<file path="config.mk">
export PLATFORM = sky130hd
export DESIGN_NAME = inst_issuer
export DESIGN_NICKNAME = d
export VERILOG_FILES = /design/src/rtl/inst_issuer.sv
export SDC_FILE = /design/constraint.sdc
export NUM_CORES = 1
export LEC_CHECK = 0
export CAP_MARGIN = 20
export CORE_ASPECT_RATIO = 0.75
export CORE_MARGIN = 2
export CORE_UTILIZATION = 55
export DETAILED_ROUTE_END_ITERATION = 10
export PLACE_DENSITY_LB_ADDON = 0.12
export SYNTH_ARGS = -nofsm -noshare
export SYNTH_HDL_FRONTEND = slang
export SYNTH_SLANG_ARGS = --single-unit
</file>
<file path="constraint.sdc">
create_clock -name clock -period 8.5 [get_ports clock]
set_clock_uncertainty 0.05 [all_clocks]
set_input_delay 2.55 -clock clock [delete_from_list [all_inputs] [get_ports clock]]
set_output_delay 2.55 -clock clock [all_outputs]
set_load 0.005 [all_outputs]
</file>
<file path="src/rtl/inst_issuer.sv">
// Instruction issuer: a small FIFO feeding a processor one instruction at a time,
// with a fixed idle gap after every issue and a hold while the processor stalls.
package inst_issuer_pkg;
    typedef enum logic [2:0] {
        OP_LD, OP_OUT, OP_ADD, OP_SUB, OP_NAND, OP_NOR, OP_XOR, OP_SHFL
    } t_opcode;
    typedef enum logic [2:0] {R0, R1, R2, R3, IMM} t_reg_name;
endpackage

module inst_issuer
    import inst_issuer_pkg::*;
#(
    parameter int DEPTH = 4,   // power of two, >= 2
    parameter int IMM_W = 8,
    parameter int GAP   = 3    // >= 1
) (
    input  logic             clock,
    input  logic             reset,
    input  logic             in_valid,
    output logic             in_ready,
    input  t_opcode          in_opcode,
    input  t_reg_name        in_src1,
    input  t_reg_name        in_src2,
    input  logic [IMM_W-1:0] in_imm,
    output t_opcode          opcode,
    output t_reg_name        src1,
    output t_reg_name        src2,
    output logic [IMM_W-1:0] imm,
    output logic             instv,
    input  logic             stalled,
    input  logic             dataoutv,
    input  logic [IMM_W-1:0] dataout,
    output logic [IMM_W-1:0] res_data,
    output logic             res_valid,
    output logic [7:0]       issued_cnt,
    output logic             busy
);
    localparam int AW = $clog2(DEPTH);
    localparam int GW = (GAP > 1) ? $clog2(GAP) : 1;

    typedef struct packed {
        t_opcode          op;
        t_reg_name        s1;
        t_reg_name        s2;
        logic [IMM_W-1:0] imm;
    } entry_t;

    typedef enum logic [1:0] {S_IDLE, S_ISSUE, S_GAP, S_HOLD} state_t;

    entry_t           mem_q [DEPTH];
    logic [AW-1:0]    wptr_q, rptr_q;
    logic [AW:0]      cnt_q;
    logic             full, empty, push, pop, decide;

    state_t           state_q;
    logic [GW-1:0]    gcnt_q;
    t_opcode          opcode_q;
    t_reg_name        src1_q, src2_q;
    logic [IMM_W-1:0] imm_q;
    logic             instv_q;
    logic [7:0]       issued_cnt_q;
    logic [IMM_W-1:0] res_data_q;
    logic             res_valid_q;

    assign full     = (cnt_q == (AW+1)'(DEPTH));
    assign empty    = (cnt_q == '0);
    assign in_ready = !full;
    assign push     = in_valid && !full;

    // Points where the FSM may take the next instruction: idle, end of gap, or stall released.
    always_comb begin
        decide = 1'b0;
        case (state_q)
            S_IDLE:  decide = 1'b1;
            S_GAP:   decide = (gcnt_q == '0) && !stalled;
            S_HOLD:  decide = !stalled;
            default: decide = 1'b0;
        endcase
    end
    assign pop = decide && !empty;

    always_ff @(posedge clock) begin
        if (push) mem_q[wptr_q] <= '{op: in_opcode, s1: in_src1, s2: in_src2, imm: in_imm};
    end

    always_ff @(posedge clock) begin
        if (reset) begin
            wptr_q <= '0;
            rptr_q <= '0;
            cnt_q  <= '0;
        end else begin
            if (push) wptr_q <= wptr_q + 1'b1;
            if (pop)  rptr_q <= rptr_q + 1'b1;
            case ({push, pop})
                2'b10:   cnt_q <= cnt_q + 1'b1;
                2'b01:   cnt_q <= cnt_q - 1'b1;
                default: cnt_q <= cnt_q;
            endcase
        end
    end

    always_ff @(posedge clock) begin
        if (reset) begin
            state_q      <= S_IDLE;
            gcnt_q       <= '0;
            opcode_q     <= OP_LD;
            src1_q       <= R0;
            src2_q       <= R0;
            imm_q        <= '0;
            instv_q      <= 1'b0;
            issued_cnt_q <= '0;
        end else begin
            instv_q <= 1'b0;
            if (pop) begin
                opcode_q     <= mem_q[rptr_q].op;
                src1_q       <= mem_q[rptr_q].s1;
                src2_q       <= mem_q[rptr_q].s2;
                imm_q        <= mem_q[rptr_q].imm;
                instv_q      <= 1'b1;
                issued_cnt_q <= issued_cnt_q + 8'd1;
                state_q      <= S_ISSUE;
            end else begin
                case (state_q)
                    S_ISSUE: begin
                        state_q <= S_GAP;
                        gcnt_q  <= GW'(GAP - 1);
                    end
                    S_GAP: begin
                        if (gcnt_q == '0) state_q <= stalled ? S_HOLD : S_IDLE;
                        else              gcnt_q  <= gcnt_q - 1'b1;
                    end
                    S_HOLD:  if (!stalled) state_q <= S_IDLE;
                    default: state_q <= S_IDLE;
                endcase
            end
        end
    end

    // Result capture runs independently of the issue FSM.
    always_ff @(posedge clock) begin
        if (reset) begin
            res_data_q  <= '0;
            res_valid_q <= 1'b0;
        end else begin
            res_valid_q <= dataoutv;
            if (dataoutv) res_data_q <= dataout;
        end
    end

    assign opcode     = opcode_q;
    assign src1       = src1_q;
    assign src2       = src2_q;
    assign imm        = imm_q;
    assign instv      = instv_q;
    assign issued_cnt = issued_cnt_q;
    assign res_data   = res_data_q;
    assign res_valid  = res_valid_q;
    assign busy       = (state_q != S_IDLE) || !empty;
endmodule

</file>
* Word level (Yosys, flattened, before mapping) *
Memory sizes are Yosys's and may differ from the RTL's. A register that Yosys moved wholly into a read port is not among the register bits.
Index checks and enable logic that the tools add are counted.

storage, ports and cells
  output and inout bits = 37
  RAM bits = 68
  flip-flop bits (word level) = 29
  input bits = 30
  memories = 1
  logic and storage cells = 58

memory list
  name   depth  width  read ports  clocked after memory_dff  write ports  line  source
  mem_q  4      17     1           1                         1            50    entry_t mem_q [DEPTH];

operators by class
  bitwise logic cells = 1
  reductions and logical operators = 17
  mux-type cells = 12
  add/sub/neg operators = 6
  equal/unequal tests = 11

operators with widths
  cell                                              count
  adder 8 x 1 -> 8 bit, second input constant       1
  two-way mux 2 bit                                 4
  == test 2 bit, second input constant              3
  inequality test 2 bit, second input constant      3
  inequality test 3 bit, second input constant      2
  case mux 2 bit (3 select lines)                   1
  case mux 3 bit (2 select lines)                   1
  nonzero test 2 bit                                3
  adder 2 x 1 -> 2 bit, second input constant       2
  == test 2 x 1 -> 1 bit, second input constant     2
  logical NOT 2 bit                                 2
  two-way mux 1 bit                                 4
  case mux 2 bit (2 select lines)                   1
  AND reduction 2 bit                               2
  adder 3 x 1 -> 3 bit, second input constant       1
  == test 3 bit, second input constant              1
  logical AND 1 bit                                 3
  logical NOT 1 bit                                 3
  logical NOT 3 bit                                 1
  case mux 1 bit (3 select lines)                   1
  AND reduction 3 bit                               1
  subtractor 3 x 1 -> 3 bit, second input constant  1
  OR reduction 2 bit                                1
  subtractor 2 x 1 -> 2 bit, second input constant  1
  other kinds (2)                                   2

* Longest topological paths before layout *
Gate-level depths: netlist (run 1).

  depth in word-level cells = 6
  gate-level depth with buffers = 13
  gate-level depth less buffers = 11

* Worst setup path after synthesis (run 1) *
OpenSTA, ideal clock, no wires.

  path kind = input port to flip-flop
  start point = input stalled
  end point = register cnt_q[2]
  path slack = 3.627 ns
  required time = 8.380 ns
  arrival time = 4.752 ns
  stages on the path = 11
  setup time = 0.070 ns
  cells stage by stage = mux2_1 -> a311o_1 -> buf_2 -> inv_1 -> buf_4 -> ha_1 -> inv_1 -> fa_1 -> xor2_1 -> or3_1 -> a21oi_1

between the ends
  longest elaborated chain between the ends = 6

RTL lines
  element                                                                line  source
  start, declared                                                        30    input logic stalled,
  logical NOT 1 bit *                                                    --
  logical AND 1 bit                                                      75    S_GAP: decide = (gcnt_q == '0) && !stalled;
  case mux 1 bit (3 select lines) *                                      73    case (state_q)
  logical AND 1 bit *                                                    80    assign pop = decide && !empty;
  named net pop                                                          53    logic full, empty, push, pop, decide;
  == test 2 x 1 -> 1 bit or == test 2 bit (tied branches)                94    case ({push, pop})
  case mux 3 bit (2 select lines) or nonzero test 2 bit (tied branches)  --
  end signal, assigned                                                   95    2'b10: cnt_q <= cnt_q + 1'b1;
  end signal, assigned                                                   96    2'b01: cnt_q <= cnt_q - 1'b1;
  end signal, assigned                                                   97    default: cnt_q <= cnt_q;
  end, declared                                                          52    logic [AW:0] cnt_q;

The timed path passes the listed nets; every way through them passes the cells marked *.
A chain may end at the register's enable or synchronous reset.

* Worst setup path after layout (run 1) *
  start point = input stalled
  end point = register cnt_q[2]

between the ends
  longest elaborated chain between the ends = 6

RTL lines
  element                                                                line
  logical NOT 1 bit *                                                    --
  logical AND 1 bit                                                      75
  case mux 1 bit (3 select lines) *                                      73
  logical AND 1 bit *                                                    80
  == test 2 x 1 -> 1 bit or == test 2 bit (tied branches)                94
  case mux 3 bit (2 select lines) or nonzero test 2 bit (tied branches)  --

Mark *: on every way between the ends. The rest lies on a longest branch, timed or not.

==> metrics, run 1 <==
TritonCTS Buffers=17; DRC Markers=0; Die ar.=8740 um^2; CP startpoint=stalled; DR WL/cell=16.1 um; largest net degree at the start of global routing=47; leakage=1.99 nW; layout cell share with drive strength beyond 1=13.0%; routability cong.=between 0.7 and 0.8; CP Class=in2reg; Post-CTS Hold Fix Bufs=0; GRT Util Overall=20.5%; Crit path required time=8.88 ns; ys flop type=edfxtp_1; most common cell after layout, fill and taps aside=edfxtp_1; ys async rst share=0%; worst hold path startpoint=opcode[2]; Peak VDD IR=0.000164 V; PortBufs=66; core area=7810 um^2; Clk Latency, worst-skew pair=about 0.51 ns; post-DP HPWL=5.00 mm; Clock transition at path regs=0.05 ns; Ys Warns=0; DR pass1 iterations=4; Yosys top cell area share=46.4%; mean post-synth cell area=13.9 um^2; fin crit share=63.8%; Slew Viols, Final=0; PnR Total Power=1.82 mW; Worst-Margin Slew=0.943 ns; Mapped Area=4400 um^2; detailed-route via count=2,727; Period minus WS final=5.43 ns; setup_tns=0 ns; CTS root buffer=clkbuf_8; IO Pins=67; vias per std cell=5.40; die width=107 um; H-Tree Depth=4; number of global-route vias before repair=about 2,700; Worst Path Arrival=5.80 ns; status=finished clean; unrepaired setup endpoints after global routing=false; antenna viol nets, final=0; Setup violations, final=0; top post-synthesis cells by area=edfxtp_1, dfxtp_1, mux4_2; Synth cell types=35; Initial Util=56.3%; antenna violations before repair=0; ANT cells=0; Post-synth EDFFs=68; pwr dens=around 320 nW/um^2; most frequent cells in the layout=edfxtp_1, clkdlybuf4s50_1, dfxtp_1, nand2_1, a21oi_1; area leader, netlist=edfxtp_1; max_cap viols=0; Mapped Nets=around 360; CP Launch Type=primary input; worst hold-check path type=reg2reg; Highest Clock Rate=roughly 180 MHz; Total Routed Length=8.15 mm; Fin. Hold Viols=0; DR iter-0 viols=163; CTS tree=done; r2r startpoint=state_q[1]; P&R area growth vs syn=28.4%; Slew HR=37.2%; PostCTS Resize Cnt=0; first-pass GRT wire length=13.1 mm; Total Nets Final=429; synthesized instance count=316; Yosys reg bits=~110; die height=81.5 um; crit-path max FO=40; Max clock buf depth=2; setup bufs post-CTS=0; sequential share of the synthesized area=67.3%; crit end category=register; Rows=28; GRT Residual Overflow=0; Clock Sink Count=114
[metal layers]
layer,wire (um),up-vias,track usage [%]
met1,3740,1335,27.0
li1,-,1297,-
met3,412,12,5.79
met4,126,0,9.35
met5,0,-,0
met2,3870,83,32.3
[flip-flops by register name (all words and copies together) (netlist names)]
register / cells
cnt_q: 3
gcnt_q: 2
imm: 8
instv: 1
issued_cnt: 8
mem_q: 68
opcode: 3
res_data: 8
res_valid: 1
rptr_q: 2
src1: 3
src2: 3
state_q: 2
wptr_q: 2
[logic make-up (layout without fill, tap and decap cells)]
group                    count (synthesis)  count (layout)  synth area share [%]
XOR/XNOR                                 4               4                 0.797
flip-flops                             114             114                  67.3
AO/OA/AOI/OAI                           45              45                  5.80
AND/OR/NAND/NOR                         83              83                  8.39
multiplexers                            28              28                  11.3
buffers and inverters                   30             114                  2.82
adder cells (fa/ha/maj)                 12              12                  3.58
[final timing paths]
kind                             endpoint  slack (ns)  depth (start not counted)
worst min-delay path            opcode[2]        0.40                          2
worst max-delay path             cnt_q[2]        3.07                         11
worst max register to register   cnt_q[2]        5.08                         11
worst min register to register  opcode[2]        0.40                          2
[synth_stat cells, types with 3 or more instances]
master	number
o21ai_0	6
dfxtp_1	46
and3_1	4
ha_1	11
a21oi_1	31
nand2_1	44
edfxtp_1	68
buf_1	3
or3_1	5
nand3_1	4
buf_2	3
mux4_2	17
nor2_1	15
clkbuf_1	8
inv_1	14
mux2i_1	9
[final cells by class]
type | count | area [um^2]
fillers | 549 | 2160
flip-flops and latches | 114 | 2960
multi-input cells | 172 | 1310
clock buffers | 22 | 463
clock inverters | 10 | 57.6
repair buffers | 68 | 671
well taps | 105 | 131
inverters | 14 | 52.6
[critical path: stages]
cell	delay [ns]
clkdlybuf4s50_1	0.44
mux2_1	0.31
a311o_1	0.32
buf_4	0.25
inv_1	0.56
ha_1	0.31
inv_1	0.06
fa_1	0.37
xor2_1	0.16
or3_1	0.31
a21oi_1	0.15
[power breakdown]
| group | switching [mW] | internal (mW) | leakage, nW |
|---|---|---|---|
| clock | 0.233 | 0.377 | 0.261 |
| combinational | 0.234 | 0.236 | 0.729 |
| sequential | 0.0638 | 0.679 | 1.00 |
[metrics by stage]
stage          cell area [um^2]  instances  worst slack [ns]  utilization (%)  hold WS, ns
2_1_floorplan              4400        316              3.63                -        0.398
3_3_place_gp               5130        473              2.70             65.7        0.393
3_5_place_dp               5130        473              2.54             65.7        0.399
4_1_cts                    5650        505              3.07             72.3        0.406
5_1_grt                    5650        505              2.90             72.3        0.434
6_report                   5650        505              3.07             72.3        0.404
Power figures use the tool's default switching activity.
==> run 2, diff against run 1 <==
--- a/config.mk
+++ b/config.mk
@@ -8,7 +8,7 @@
 export CAP_MARGIN = 20
 export CORE_ASPECT_RATIO = 0.75
 export CORE_MARGIN = 2
-export CORE_UTILIZATION = 55
+export CORE_UTILIZATION = 48
 export DETAILED_ROUTE_END_ITERATION = 10
 export PLACE_DENSITY_LB_ADDON = 0.12
 export SYNTH_ARGS = -nofsm -noshare
==> constraint.sdc (replaced) <==
create_clock -name clock -period 4.53 [get_ports clock]
set_clock_uncertainty 0.05 [all_clocks]
set_input_delay 1.359 -clock clock [delete_from_list [all_inputs] [get_ports clock]]
set_output_delay 1.359 -clock clock [all_outputs]
set_load 0.005 [all_outputs]
==> run 2 against run 1 <==
Against the previous run:
- combinational power up 95%
- final cell count increased by 1.6%
- register-to-register slack worse by 3.1 ns
- via count decreased by 2.7%
- clock power increased by 120%
- core utilization decreased by 8.1 points
- sequential power increased by 86%
- first-iteration DRC count fell by 25%
- design area is 2.0% higher
- critical endpoint unchanged
==> metrics, run 2 (synthesized netlist as in run 1, its figures left out) <==
CP Class=in2reg (unchanged); Highest Clock Rate=288 MHz; Die ar.=9960 um^2 (was 8740 um^2); Post-CTS Hold Fix Bufs=0 (unchanged); IO Pins=67 (unchanged); GRT busiest layer=met2 (unchanged); CP Launch Type=primary input (unchanged); detailed-route via count=2,654 (was 2,727); Rows=30 (was 28); Slew HR=34.8% (was 37.2%); vias per std cell=5.17 (was 5.40); Worst Setup Slack, final=1.06 ns (was 3.07 ns); met1 usage=22.8% (was 27.0%); most frequent cells in the layout=edfxtp_1, clkdlybuf4s50_1, dfxtp_1, nand2_1, a21oi_1 (unchanged); CTS tree=done (unchanged); leakage=2.03 nW (was 1.99 nW); number of global-route vias before repair=2,550 (was 2,677); Biggest register=mem_q (unchanged); GR Util met2=28.3% (was 32.3%); die width=115 um (was 107 um); Slew Viols, Final=0 (unchanged); PortBufs=66 (unchanged); worst hold-check path type=reg2reg (unchanged); Largest register FFs=68 (unchanged); crit end category=register (unchanged); H-Tree Depth=4 (unchanged); pwr dens=634 nW/um^2 (was 323 nW/um^2); Fin. Hold Viols=0 (unchanged); first-pass GRT wire length=12.9 mm (was 13.1 mm); Total Nets Final=430 (was 429); Clock transition at path regs=0.05 ns (about the same); Total Routed Length=8.23 mm (was 8.15 mm); most common cell after layout, fill and taps aside=edfxtp_1 (unchanged); Clock Sink Count=114 (unchanged); status=finished clean (unchanged); P&R area growth vs syn=31.0% (was 28.4%); core area=8970 um^2 (was 7810 um^2); post-DP HPWL=4.95 mm (was 5.00 mm); antenna violations before repair=0 (unchanged); CTS root buffer=clkbuf_16 (was clkbuf_8); DR pass1 iterations=4 (unchanged); Worst Path Arrival=3.75 ns (was 5.80 ns); setup bufs post-CTS=0 (unchanged); Finished Layout Cells=513 (was 505); fillers=673 (was 549); Initial Util=49.0% (was 56.3%); die height=86.9 um (was 81.5 um); Setup violations, final=0 (unchanged); unrepaired setup endpoints after global routing=false (unchanged); Clk Latency, worst-skew pair=0.40 ns (was 0.51 ns); ANT cells=0 (unchanged); Max clock buf depth=2 (unchanged); DRC Markers=0 (unchanged); Worst-Margin Slew=0.978 ns (was 0.943 ns); Peak VDD IR=0.000369 V (was 0.000164 V); DP Worst Slack=0.673 ns (was 2.54 ns); PostCTS Resize Cnt=0 (unchanged); largest net degree at the start of global routing=47 (unchanged); antenna viol nets, final=0 (unchanged); Crit path required time=4.81 ns (was 8.88 ns); Inst Count DP=481 (was 473); setup_tns=0 ns (unchanged); TritonCTS Buffers=17 (unchanged); GRT Residual Overflow=0 (unchanged); fin crit share=about three quarters; routability cong.=0.754 (was 0.711); max_cap viols=0 (unchanged); Period minus WS final=3.47 ns; crit-path max FO=3 (was 40); GR met3 Demand/Resource=6.26% (was 5.79%); DR WL/cell=16.0 um (was 16.1 um); GRT Util Overall=18.0% (was 20.5%); layout cell share with drive strength beyond 1=12.7% (was 13.0%); DR iter-0 viols=123 (was 163)
run 2: through the flow:
step / hold WS (ns) / instance area, um^2 / utilization [%] / power, mW
floorplan: 0.398 / 4400 / - / 1.96
global placement: 0.395 / 5150 / 57.4 / 2.30
detailed placement: 0.398 / 5150 / 57.4 / 2.33
CTS: 0.405 / 5760 / 64.2 / 3.69
global route: 0.432 / 5760 / 64.2 / 3.85
finish: 0.403 / 5760 / 64.2 / 3.66
run 2: path summary, 6_finish.rpt:
kind / from / to / slack, ns / cells after the start
hold reg to reg: imm[0] / imm[0] / 0.40 / 2
hold / removal: imm[0] / imm[0] / 0.40 / 2
setup reg to reg: state_q[1] / cnt_q[2] / 1.96 / 10
setup / recovery: stalled / cnt_q[2] / 1.06 / 10
run 2: area by class of cell:
type                       count  area [um^2]  area share (%)
inverter                      14         52.6           0.912
clock inverter                 8          124            2.15
sequential                   114         2960            51.4
tap                          112          140            2.43
clock buffer                  24          493            8.55
timing repair buffer          69          678            11.8
multi-input combinational    172         1310            22.8
run 2: routing by layer:
metal / vias up / wire [um]
met4: 0 / 99
li1: 1302 / -
met5: - / 0
met3: 12 / 448
met1: 1273 / 3670
met2: 67 / 4000
run 2: worst max-delay path, stage by stage:
cell	delay, ns
clkdlybuf4s50_1	0.43
mux2_1	0.31
a311o_1	0.34
inv_1	0.09
ha_1	0.18
inv_1	0.06
fa_1	0.38
xor2_1	0.16
or3_1	0.31
a21oi_1	0.13
run 2: where the power goes:
group	leakage (nW)	switching (mW)	internal (mW)
logic	0.734	0.462	0.452
clock network	0.296	0.435	0.925
registers	1.00	0.107	1.27
==> run 3, diff against run 2 <==
==> constraint.sdc (replaced) <==
create_clock -name clock -period 2.8 [get_ports clock]
set_clock_uncertainty 0.05 [all_clocks]
set_input_delay 0.84 -clock clock [delete_from_list [all_inputs] [get_ports clock]]
set_output_delay 0.84 -clock clock [all_outputs]
set_load 0.005 [all_outputs]
==> run 3 against run 2 <==
Against the previous run:
- global-route usage grew 0.36 points
- flip-flop and latch count is the same
- hold slack gained 0.0028 ns
- final cell count grew 1.9%
- power grew 62%
- register-to-register slack lost 1.6 ns
- critical endpoint is now in_ready
- sequential share of layout area shrank 0.68 points
- combinational power grew 73%
- design area grew 1.3%
- sequential power grew 62%
- routed wire length grew 2.6%
==> metrics, run 3 (synthesized netlist as in run 1, its figures left out) <==
antenna viol nets, final=0 (unchanged); first-pass GRT wire length=13.3 mm (was 12.9 mm); DRC Markers=0 (unchanged); P&R area growth vs syn=32.8% (was 31.0%); post-DP HPWL=5.28 mm (was 4.95 mm); Rows=30 (unchanged); antenna violations before repair=0 (unchanged); largest net degree at the start of global routing=40 (was 47); fillers=671 (was 673); Worst-Margin Slew=0.726 ns (was 0.978 ns); Clk Latency, worst-skew pair=0.41 ns (was 0.40 ns); Highest Clock Rate=387 MHz; detailed-route via count=2,712 (was 2,654); Slew Viols, Final=0 (unchanged); max_cap viols=0 (unchanged); ANT cells=0 (unchanged); DP Worst Slack=-0.349 ns (was 0.673 ns); Period minus WS final=~2.6 ns; Largest register FFs=68 (unchanged); TritonCTS Buffers=17 (unchanged); H-Tree Depth=4 (unchanged); Peak VDD IR=0.000563 V (was 0.000369 V); worst hold-check path type=reg2reg (unchanged); CTS tree=done (unchanged); WHS Endpoint=imm[3] (was imm[0]); CP max stage cell=clkdlybuf4s50_1 (unchanged); leakage=2.08 nW (was 2.03 nW); fin crit share=92.4%; PnR Total Power=5.93 mW (was 3.66 mW); Clock Sink Count=114 (unchanged); Worst Path Arrival=1.70 ns (was 3.75 ns); routability cong.=0.740 (was 0.754); die width=115 um (unchanged); worst flop-to-flop path endpoint=cnt_q[2] (unchanged); status=finished clean (unchanged); Setup violations, final=0 (unchanged); Clock transition at path regs=0.05 ns (about the same); number of global-route vias before repair=2,653 (was 2,550); layout cell share with drive strength beyond 1=15.3% (was 12.7%); r2r setup slk=0.35 ns (was 1.96 ns); Slew HR=51.5% (was 34.8%); unrepaired setup endpoints after global routing=false (unchanged); core area=8970 um^2 (unchanged); vias per std cell=5.19 (was 5.17); GRT Residual Overflow=0 (unchanged); DR pass1 iterations=4 (unchanged); CP cell instances=or3b_1 -> clkdlybuf4s50_1 (was clkdlybuf4s50_1 -> mux2_1 -> a311o_1 -> inv_1 -> ha_1 -> inv_1 -> fa_1 -> xor2_1 -> or3_1 -> a21oi_1); r2r startpoint=state_q[1] (unchanged); Post-CTS Hold Fix Bufs=0 (unchanged); Total Routed Length=8.44 mm (was 8.23 mm); crit-path max FO=6 (was 3); Fin. Hold Viols=0 (unchanged); Crit path required time=1.91 ns (was 4.81 ns); CP delay by family, top=buffers and inverters (unchanged); pwr dens=1010 nW/um^2 (was 634 nW/um^2); Biggest register=mem_q (unchanged); worst hold path startpoint=imm[3] (was imm[0]); Worst Setup Slack, final=0.213 ns (was 1.06 ns); IO Pins=67 (unchanged); DR iter-0 viols=184 (was 123); crit end category=output pin (was register); CP Launch Type=register (was primary input); hold depth=2 (unchanged); CP peak stage delay=0.48 ns (was 0.43 ns); CP Buf/Inv Count=1 (was 3); DR WL/cell=16.1 um (was 16.0 um); Die ar.=9960 um^2 (unchanged); CTS root buffer=clkbuf_16 (unchanged); setup_tns=0 ns (unchanged); most common cell after layout, fill and taps aside=edfxtp_1 (unchanged); Worst Reg-to-Reg Cells=10 (unchanged); Initial Util=49.0% (unchanged); Max clock buf depth=2 (unchanged); die height=86.9 um (unchanged); Placement Cell Area=5250 um^2 (was 5150 um^2); most frequent cells in the layout=edfxtp_1, clkdlybuf4s50_1, dfxtp_1, nand2_1, a21oi_1 (unchanged); GRT Util Overall=18.4% (was 18.0%); PortBufs=66 (unchanged); CP Class=reg2out (was in2reg); Total Nets Final=440 (was 430); CP startpoint=cnt_q[2] (was stalled); post-layout instance area=5840 um^2 (was 5760 um^2)
## run 3: repair_timing
item                                    CTS  global route
setup buffers                             0             0
endpoints found under the setup margin    0             1
resized for setup                         0             1
endpoints found under the hold margin     0             0
## run 3: area by class of cell
type | instances | area [um^2] | share of cell area (%)
Sequential cell | 114 | 2960 | 50.7
Multi-Input combinational cell | 172 | 1330 | 22.7
Timing Repair Buffer | 79 | 768 | 13.2
Clock buffer | 20 | 447 | 7.65
Clock inverter | 12 | 140 | 2.40
Tap cell | 112 | 140 | 2.40
Inverter | 14 | 55.1 | 0.943
## run 3: where the power goes
part / switching (mW) / total (mW) / leakage [nW] / internal (mW)
logic: 0.780 / 1.58 / 0.796 / 0.803
clock network: 0.699 / 2.10 / 0.282 / 1.40
registers: 0.180 / 2.24 / 1.00 / 2.06
total: 1.66 / 5.93 / 2.08 / 4.27
## run 3: worst max path at each step
| stage | cells after the start | to | slack, ns |
|---|---|---|---|
| 3_3_place_gp | 10 | cnt_q[2] | -0.31 |
| 2_1_floorplan | 11 | cnt_q[2] | -0.11 |
| 3_5_place_dp | 10 | cnt_q[2] | -0.35 |
| 5_1_grt | 4 | busy | 0.12 |
| 4_1_cts | 10 | cnt_q[2] | 0.08 |
| 6_report | 2 | in_ready | 0.21 |
## run 3: worst reg2reg max path: cells and delay by family, from the launching register on
| kind | cells | cell delay [ns] |
|---|---|---|
| fa+ha+maj | 3 | 0.68 |
| simple gates | 2 | 0.44 |
| xor+xnor | 1 | 0.15 |
| buf+inv | 2 | 0.12 |
| flops | 1 | 0.42 |
| compound gates | 2 | 0.55 |
## run 3: metal layers
layer  GRT usage, %  vias to the layer above  wire, um
met2           29.4                       66      4110
met4           7.98                        0       153
li1               -                     1327         -
met1           22.8                     1304      3770
met3           6.47                       15       406
met5              0                        -         0
## run 3: metrics by stage
step	hold WS [ns]	util (%)	cells
final	0.406	65.1	523
after global placement	0.396	58.5	491
after global routing	0.438	65.1	523
after detailed placement	0.398	58.5	491
after floorplan	0.398	-	316
after CTS	0.406	65.1	523
